**src/rtl/rr_arb4_sel_pkg.sv**
```systemverilog
// Shared types and constants for the 4-source round-robin select arbiter.
package rr_arb4_sel_pkg;

  typedef enum logic {
    IDLE = 1'b0,
    LOCK = 1'b1
  } state_e;

  localparam int IDX_W   = 2;
  localparam int NUM_SRC = 4;

endpackage

```
**src/rtl/rr_arb4_sel_pick4.sv**
```systemverilog
// Combinational round-robin search: first set request at start_i, start_i+1, ... (mod 4).
module rr_pick4
  import rr_arb4_sel_pkg::*;
(
  input  logic [NUM_SRC-1:0] req_i,
  input  logic [IDX_W-1:0]   start_i,
  output logic [IDX_W-1:0]   idx_o,
  output logic               found_o
);

  logic [IDX_W-1:0] cand;

  // Walk the order backwards so the earliest position in the search order wins.
  always_comb begin
    found_o = 1'b0;
    idx_o   = start_i;
    cand    = start_i;
    for (int k = NUM_SRC - 1; k >= 0; k--) begin
      cand = start_i + IDX_W'(k);
      if (req_i[cand]) begin
        found_o = 1'b1;
        idx_o   = cand;
      end
    end
  end

endmodule

```
**src/rtl/rr_arb4_sel.sv**
```systemverilog
// Round-robin arbiter driving a 4:1 mux select, with burst lock and a one-entry
// valid/ready output register. Define RR4_PARITY_EN to add the OUT_PAR output.
//
// Output handshake: a beat transfers on any cycle where OUT_VALID and OUT_READY
// are both high; OUT_DATA/OUT_SRC never change while OUT_VALID is high and
// OUT_READY is low, and a new grant may load in the same cycle the old beat drains.
module rr_arb4_sel
  import rr_arb4_sel_pkg::*;
#(
  parameter int WIDTH     = 8,
  parameter int BURST_LEN = 4
) (
  input  logic               clk,
  input  logic               rst,
  input  logic [NUM_SRC-1:0] REQ,
  input  logic [WIDTH-1:0]   F_IN,
  input  logic               OUT_READY,
  output logic [IDX_W-1:0]   S,
  output logic [NUM_SRC-1:0] GNT,
  output logic [WIDTH-1:0]   OUT_DATA,
  output logic [IDX_W-1:0]   OUT_SRC,
  output logic               OUT_VALID,
`ifdef RR4_PARITY_EN
  output logic               OUT_PAR,
`endif
  output state_e             dbg_state_o
);

  localparam logic [3:0] BURST_CNT = 4'(BURST_LEN);
  localparam state_e     AFTER_GRANT = (BURST_LEN > 1) ? LOCK : IDLE;

  state_e           state_q, state_d;
  logic [3:0]       cnt_q, cnt_d;
  logic [IDX_W-1:0] ptr_q, ptr_d;
  logic [WIDTH-1:0] data_q;
  logic [IDX_W-1:0] src_q;
  logic             valid_q;

  logic             can_load;
  logic             grant;
  logic [IDX_W-1:0] win;
  logic [IDX_W-1:0] pick_idx;
  logic             pick_found;

  rr_pick4 u_pick (
    .req_i   (REQ),
    .start_i (ptr_q + 2'd1),
    .idx_o   (pick_idx),
    .found_o (pick_found)
  );

  assign can_load = !valid_q | OUT_READY;

  always_comb begin
    state_d = state_q;
    cnt_d   = cnt_q;
    ptr_d   = ptr_q;
    grant   = 1'b0;
    win     = ptr_q;
    case (state_q)
      IDLE: begin
        if (can_load && pick_found) begin
          grant   = 1'b1;
          win     = pick_idx;
          ptr_d   = pick_idx;
          cnt_d   = 4'd1;
          state_d = AFTER_GRANT;
        end
      end
      LOCK: begin
        if (can_load && REQ[ptr_q]) begin
          grant = 1'b1;
          win   = ptr_q;
          if (cnt_q + 4'd1 == BURST_CNT) begin
            state_d = IDLE;
            cnt_d   = 4'd0;
          end else begin
            cnt_d = cnt_q + 4'd1;
          end
        end else if (can_load) begin
          // Owner dropped its request: release and re-arbitrate in this cycle.
          if (pick_found) begin
            grant   = 1'b1;
            win     = pick_idx;
            ptr_d   = pick_idx;
            cnt_d   = 4'd1;
            state_d = AFTER_GRANT;
          end else begin
            state_d = IDLE;
            cnt_d   = 4'd0;
          end
        end
      end
      default: state_d = IDLE;
    endcase
    if (rst) begin
      grant = 1'b0;
    end
  end

  // Idle select parks on PTR so the mux does not toggle between grants.
  assign S   = grant ? win : ptr_q;
  assign GNT = grant ? (4'b0001 << win) : 4'b0000;

  always_ff @(posedge clk) begin
    if (rst) begin
      state_q <= IDLE;
      cnt_q   <= 4'd0;
      ptr_q   <= 2'd3;
    end else begin
      state_q <= state_d;
      cnt_q   <= cnt_d;
      ptr_q   <= ptr_d;
    end
  end

  always_ff @(posedge clk) begin
    if (rst) begin
      valid_q <= 1'b0;
      data_q  <= '0;
      src_q   <= '0;
    end else if (grant) begin
      valid_q <= 1'b1;
      data_q  <= F_IN;
      src_q   <= win;
    end else if (OUT_READY) begin
      valid_q <= 1'b0;
    end
  end

`ifdef RR4_PARITY_EN
  logic par_q;
  always_ff @(posedge clk) begin
    if (rst) begin
      par_q <= 1'b0;
    end else if (grant) begin
      par_q <= ^F_IN;
    end
  end
  assign OUT_PAR = par_q;
`endif

  assign OUT_DATA    = data_q;
  assign OUT_SRC     = src_q;
  assign OUT_VALID   = valid_q;
  assign dbg_state_o = state_q;

endmodule

```
**config.mk**
```make
export PLATFORM = sky130hd
export DESIGN_NAME = rr_arb4_sel
export DESIGN_NICKNAME = d
export VERILOG_FILES = /design/src/rtl/rr_arb4_sel_pkg.sv /design/src/rtl/rr_arb4_sel_pick4.sv /design/src/rtl/rr_arb4_sel.sv
export SDC_FILE = /design/constraint.sdc
export NUM_CORES = 1
export LEC_CHECK = 0
export CAP_MARGIN = 30
export CORE_MARGIN = 8
export CORE_UTILIZATION = 30
export CTS_CLUSTER_SIZE = 12
export DETAILED_ROUTE_END_ITERATION = 16
export GPL_ROUTABILITY_DRIVEN = 0
export GPL_TIMING_DRIVEN = 0
export MAX_ROUTING_LAYER = met4
export SYNTH_ARGS = -nofsm -noshare
export SYNTH_HDL_FRONTEND = slang
export SYNTH_SLANG_ARGS = --single-unit
```
**constraint.sdc**
```tcl
create_clock -name clk -period 2.46 [get_ports clk]
set_input_delay 0.369 -clock clk [delete_from_list [all_inputs] [get_ports clk]]
set_output_delay 0.369 -clock clk [all_outputs]
set_load 0.005 [all_outputs]
```
==> metrics.txt <==
# TYPE chip_impl_metric gauge
chip_impl_info{name="outcome",value="finished, violations left"} 1
chip_impl_info{name="violations",value="negative setup slack"} 1
chip_impl_metric{name="drc",unit=""} 0
chip_impl_metric{name="die_x",unit="um"} 77.3
chip_impl_metric{name="worst_reg_to_reg_setup_slack",unit="ns"} 0.64
chip_impl_metric{name="pin_count",unit=""} 33
chip_impl_metric{name="setup-violations-final",unit=""} 4
chip_impl_metric{name="floorplan.core_area",unit="um^2"} 3630
chip_impl_info{name="cts_tree",value="done"} 1
chip_impl_metric{name="timing.final.ws_setup",unit="ns"} -0.0846
chip_impl_metric{name="ys_async_sr_fraction",unit=""} 0
chip_impl_metric{name="final.period_utilization",unit=""} 1.03
chip_impl_info{name="clockRootBuffer",value="clkbuf_8"} 1
chip_impl_info{name="timing.rr.start",value="ptr_q[1]"} 1
chip_impl_metric{name="wl",unit="mm"} 3.43
chip_impl_metric{name="worst_slew_slack_as_a_fraction_of_its_limit",unit=""} 0.628
chip_impl_metric{name="max_slew.worst_pin.slew",unit="ns"} 0.552
chip_impl_metric{name="hold_viol",unit=""} 0
chip_impl_metric{name="fin_hold_ws",unit="ns"} 0.458
chip_impl_metric{name="synth-edff-count",unit=""} 0
chip_impl_metric{name="power_density",unit="nW/um^2"} 542
chip_impl_metric{name="synth_fp_nets",unit=""} 163
chip_impl_info{name="worstReg2RegEnd",value="ptr_q[0]"} 1
chip_impl_metric{name="peakVddDrop",unit="uV"} 265
chip_impl_metric{name="post-dp-hpwl",unit="mm"} 2.43
chip_impl_info{name="grt_busiest_layer",value="met2"} 1
chip_impl_metric{name="maxSlewViolCount",unit=""} 0
chip_impl_metric{name="synth_warnings",unit=""} 0
chip_impl_info{name="endpoint_kind",value="output port"} 1
chip_impl_metric{name="buffer_ports.inserted",unit=""} 30
chip_impl_metric{name="finalClockSkew",unit="ns"} 0.00385
chip_impl_metric{name="hold_depth",unit=""} 2
chip_impl_metric{name="routed_via_density",unit=""} 5.15
chip_impl_metric{name="groute.usage.overall",unit=""} 0.119
chip_impl_metric{name="grt_pass1_wl",unit="mm"} 5.82
chip_impl_metric{name="clkTransAtPathRegs",unit="ns"} 0.07
chip_impl_metric{name="unique_masters_post_synth",unit=""} 46
chip_impl_metric{name="die_area",unit="um^2"} 5980
chip_impl_metric{name="required",unit="ns"} 2.09
chip_impl_info{name="startpoint_class",value="register"} 1
chip_impl_metric{name="timing.critical_path.arrival",unit="ns"} 2.18
chip_impl_metric{name="grtUsageMet1",unit=""} 0.131
chip_impl_metric{name="maxCapViolCount",unit=""} 0
chip_impl_info{name="hold_path_startpoint",value="OUT_DATA[7]"} 1
chip_impl_info{name="critical_path.cell_chain",value="buf_6 -> buf_6 -> nor4_4 -> a2111oi_4 -> nand3_2 -> a211o_1 -> a2111oi_4 -> buf_2"} 1
chip_impl_metric{name="flow.area_growth_from_synthesis",unit="%"} 55.2
chip_impl_metric{name="totalNegativeSetupSlack",unit="ns"} -0.262
chip_impl_metric{name="clock_sinks",unit=""} 18
chip_impl_metric{name="drt-initial-drc-count",unit=""} 54
chip_impl_metric{name="groute.layer.met3.usage",unit=""} 0.0420
chip_impl_metric{name="placed_instance_area",unit="um^2"} 1490
chip_impl_metric{name="dp_worst_setup_slack",unit="ns"} -0.868
chip_impl_metric{name="leakage",unit="nW"} 0.701
chip_impl_metric{name="synth_sequential_area_ratio",unit=""} 0.320
chip_impl_metric{name="maxClockFrequency",unit="MHz"} 393
chip_impl_metric{name="global_route.usage.met2",unit=""} 0.200
chip_impl_metric{name="cts-htree-levels",unit=""} 1
chip_impl_info{name="worst_hold_path_type",value="reg -> reg"} 1
chip_impl_metric{name="clock_latency_late_sink",unit="ns"} 0.25
chip_impl_info{name="hold-path-endpoint",value="OUT_DATA[7]"} 1
chip_impl_metric{name="avgRoutedWirePerCell",unit="um"} 14.2
chip_impl_info{name="crit_slowest_cell",value="a2111oi_4"} 1
chip_impl_metric{name="insertedDiodeCount",unit=""} 0
chip_impl_metric{name="overflow",unit=""} 0
chip_impl_metric{name="post-route-cell-area",unit="um^2"} 1750
chip_impl_info{name="synth_top_cell_by_area",value="dfxtp_1"} 1
chip_impl_metric{name="synth_top_area_frac",unit=""} 0.320
chip_impl_metric{name="grt_antenna_before_repair",unit=""} 0
chip_impl_metric{name="numCtsBuffers",unit=""} 3
chip_impl_metric{name="cts.path.max_buffers",unit=""} 2
chip_impl_metric{name="route.antenna.remaining_nets",unit=""} 0
chip_impl_metric{name="detailroute.via_count",unit=""} 1241
chip_impl_metric{name="syn-cell-area",unit="um^2"} 1130
chip_impl_info{name="ys_dominant_reg_cell",value="dfxtp_1"} 1
chip_impl_metric{name="die_y",unit="um"} 77.3
chip_impl_metric{name="synth_cells",unit=""} 146
chip_impl_metric{name="n_fill_cell",unit=""} 373
chip_impl_metric{name="drt_first_pass_iters",unit=""} 4
chip_impl_metric{name="drive_gt1_frac",unit=""} 0.306
chip_impl_metric{name="grt_pass1_vias",unit=""} 1263
chip_impl_metric{name="grt_start_max_net_pins",unit=""} 11
chip_impl_metric{name="fin_crit",unit="ns"} 2.54
chip_impl_metric{name="rr_worst_depth",unit=""} 7
chip_impl_info{name="grt_setup_unrepaired",value="true"} 1
chip_impl_metric{name="ys_ff_latch",unit=""} 18
chip_impl_info{name="criticalPathCategory",value="reg -> out"} 1
chip_impl_metric{name="worstPathMaxFanout",unit=""} 8
chip_impl_info{name="synth_top_cells_by_area",value="dfxtp_1 (32%), nand2_1 (8.7%), a21oi_1 (7.1%)"} 1
chip_impl_metric{name="syn_avg_cell_area",unit="um^2"} 7.72
chip_impl_metric{name="finalNetCount",unit=""} 211
chip_impl_metric{name="cell_row_count",unit=""} 22
chip_impl_metric{name="initial_core_util",unit=""} 0.310
chip_impl_metric{name="critical-path-max-stage-delay",unit="ns"} 0.35
per-stage QoR:
stage	total power, mW	std cells	util
floorplan	0.500	146	-
global placement	0.616	224	0.409
detailed placement	0.619	224	0.409
CTS	0.937	240	0.471
global route	1.01	241	0.481
finish	0.948	241	0.481
Yosys cell counts, types with 3 or more instances:
cell type / count
clkbuf_1: 5
o21a_1: 3
nor2b_1: 3
nand2_1: 26
o211ai_1: 3
a21oi_1: 16
nor3_1: 3
nor2_1: 8
inv_1: 4
dfxtp_1: 18
o21ai_0: 5
nand3_1: 9
final cells by class:
| class | count | area (um^2) | share of cell area |
|---|---|---|---|
| Inverter | 4 | 15.0 | 0.00858 |
| Multi-Input combinational cell | 115 | 823 | 0.471 |
| Timing Repair Buffer | 44 | 384 | 0.220 |
| Tap cell | 48 | 60.1 | 0.0343 |
| Buffer | 8 | 48.8 | 0.0279 |
| Clock buffer | 4 | 55.1 | 0.0315 |
| Sequential cell | 18 | 363 | 0.207 |
how the worst max path moves through the flow:
stage | cells past startpoint | start | slack, ns | to
global placement | 8 | REQ[3] | -0.83 | GNT[3]
detailed placement | 8 | REQ[3] | -0.87 | GNT[3]
floorplan | 6 | REQ[2] | 0.23 | GNT[3]
global route | 9 | ptr_q[1] | -0.19 | GNT[0]
finish | 8 | ptr_q[1] | -0.08 | GNT[3]
CTS | 7 | ptr_q[1] | -0.16 | GNT[3]
cells in the final DEF (no fill, tap or decap), types with 2 or more instances in the layout:
cell,netlist,layout
nand2_1,26,25
clkdlybuf4s50_1,0,23
dfxtp_1,18,16
a21oi_1,16,15
buf_4,1,12
nand3_1,9,8
nor2_1,8,6
buf_2,2,5
buf_6,1,4
clkbuf_2,0,4
o21ai_0,5,4
clkbuf_8,0,4
nor2b_1,3,3
inv_1,4,3
o21a_1,3,3
o211ai_1,3,3
clkbuf_1,5,3
nand2b_1,2,2
mux2_2,2,2
nor4_4,0,2
a2111oi_4,0,2
a31o_2,2,2
nor2_2,1,2
xor2_1,2,2
nor3_1,3,2
ha_1,2,2
dfxtp_2,0,2
sequential cells by signal, summed over array words and instances (netlist names):
name	count
ptr_q	2
OUT_SRC	2
OUT_DATA	8
OUT_VALID	1
cnt_q	4
dbg_state_o	1
per-layer routing:
layer | share of wire | vias up
li1 | - | 628
met2 | 0.51 | 33
met1 | 0.42 | 578
met4 | 0.0055 | 0
met5 | 0 | -
met3 | 0.071 | 2
report_power, final:
part | switching [mW] | internal (mW)
registers | 0.0197 | 0.316
clock network | 0.0998 | 0.142
logic | 0.178 | 0.193
total | 0.297 | 0.651
worst max-delay path, delay by kind of cell (launching register included):
| kind | cells | cell delay [ns] |
|---|---|---|
| flops | 1 | 0.33 |
| buf+inv | 3 | 0.39 |
| simple gates | 2 | 0.18 |
| compound gates | 3 | 1.01 |
cell families after synthesis:
family                   count (synthesis)  synth area share
AO/OA/AOI/OAI                           42             0.256
adder cells (fa/ha/maj)                  2            0.0222
XOR/XNOR                                 2            0.0155
buffers and inverters                   13            0.0555
flip-flops                              18             0.320
AND/OR/NAND/NOR                         65             0.293
multiplexers                             4            0.0377
timing repair:
| action | CTS | global route |
|---|---|---|
| pin swaps | 10 | 12 |
| gates resized for setup | 43 | 12 |
| buffers inserted | 12 | 2 |
| hold endpoints to repair | 0 | 0 |
| hold buffers | 0 | 0 |
| endpoints found under the setup margin | 6 | 6 |
Note: power is estimated with default switching activity, not from simulation.
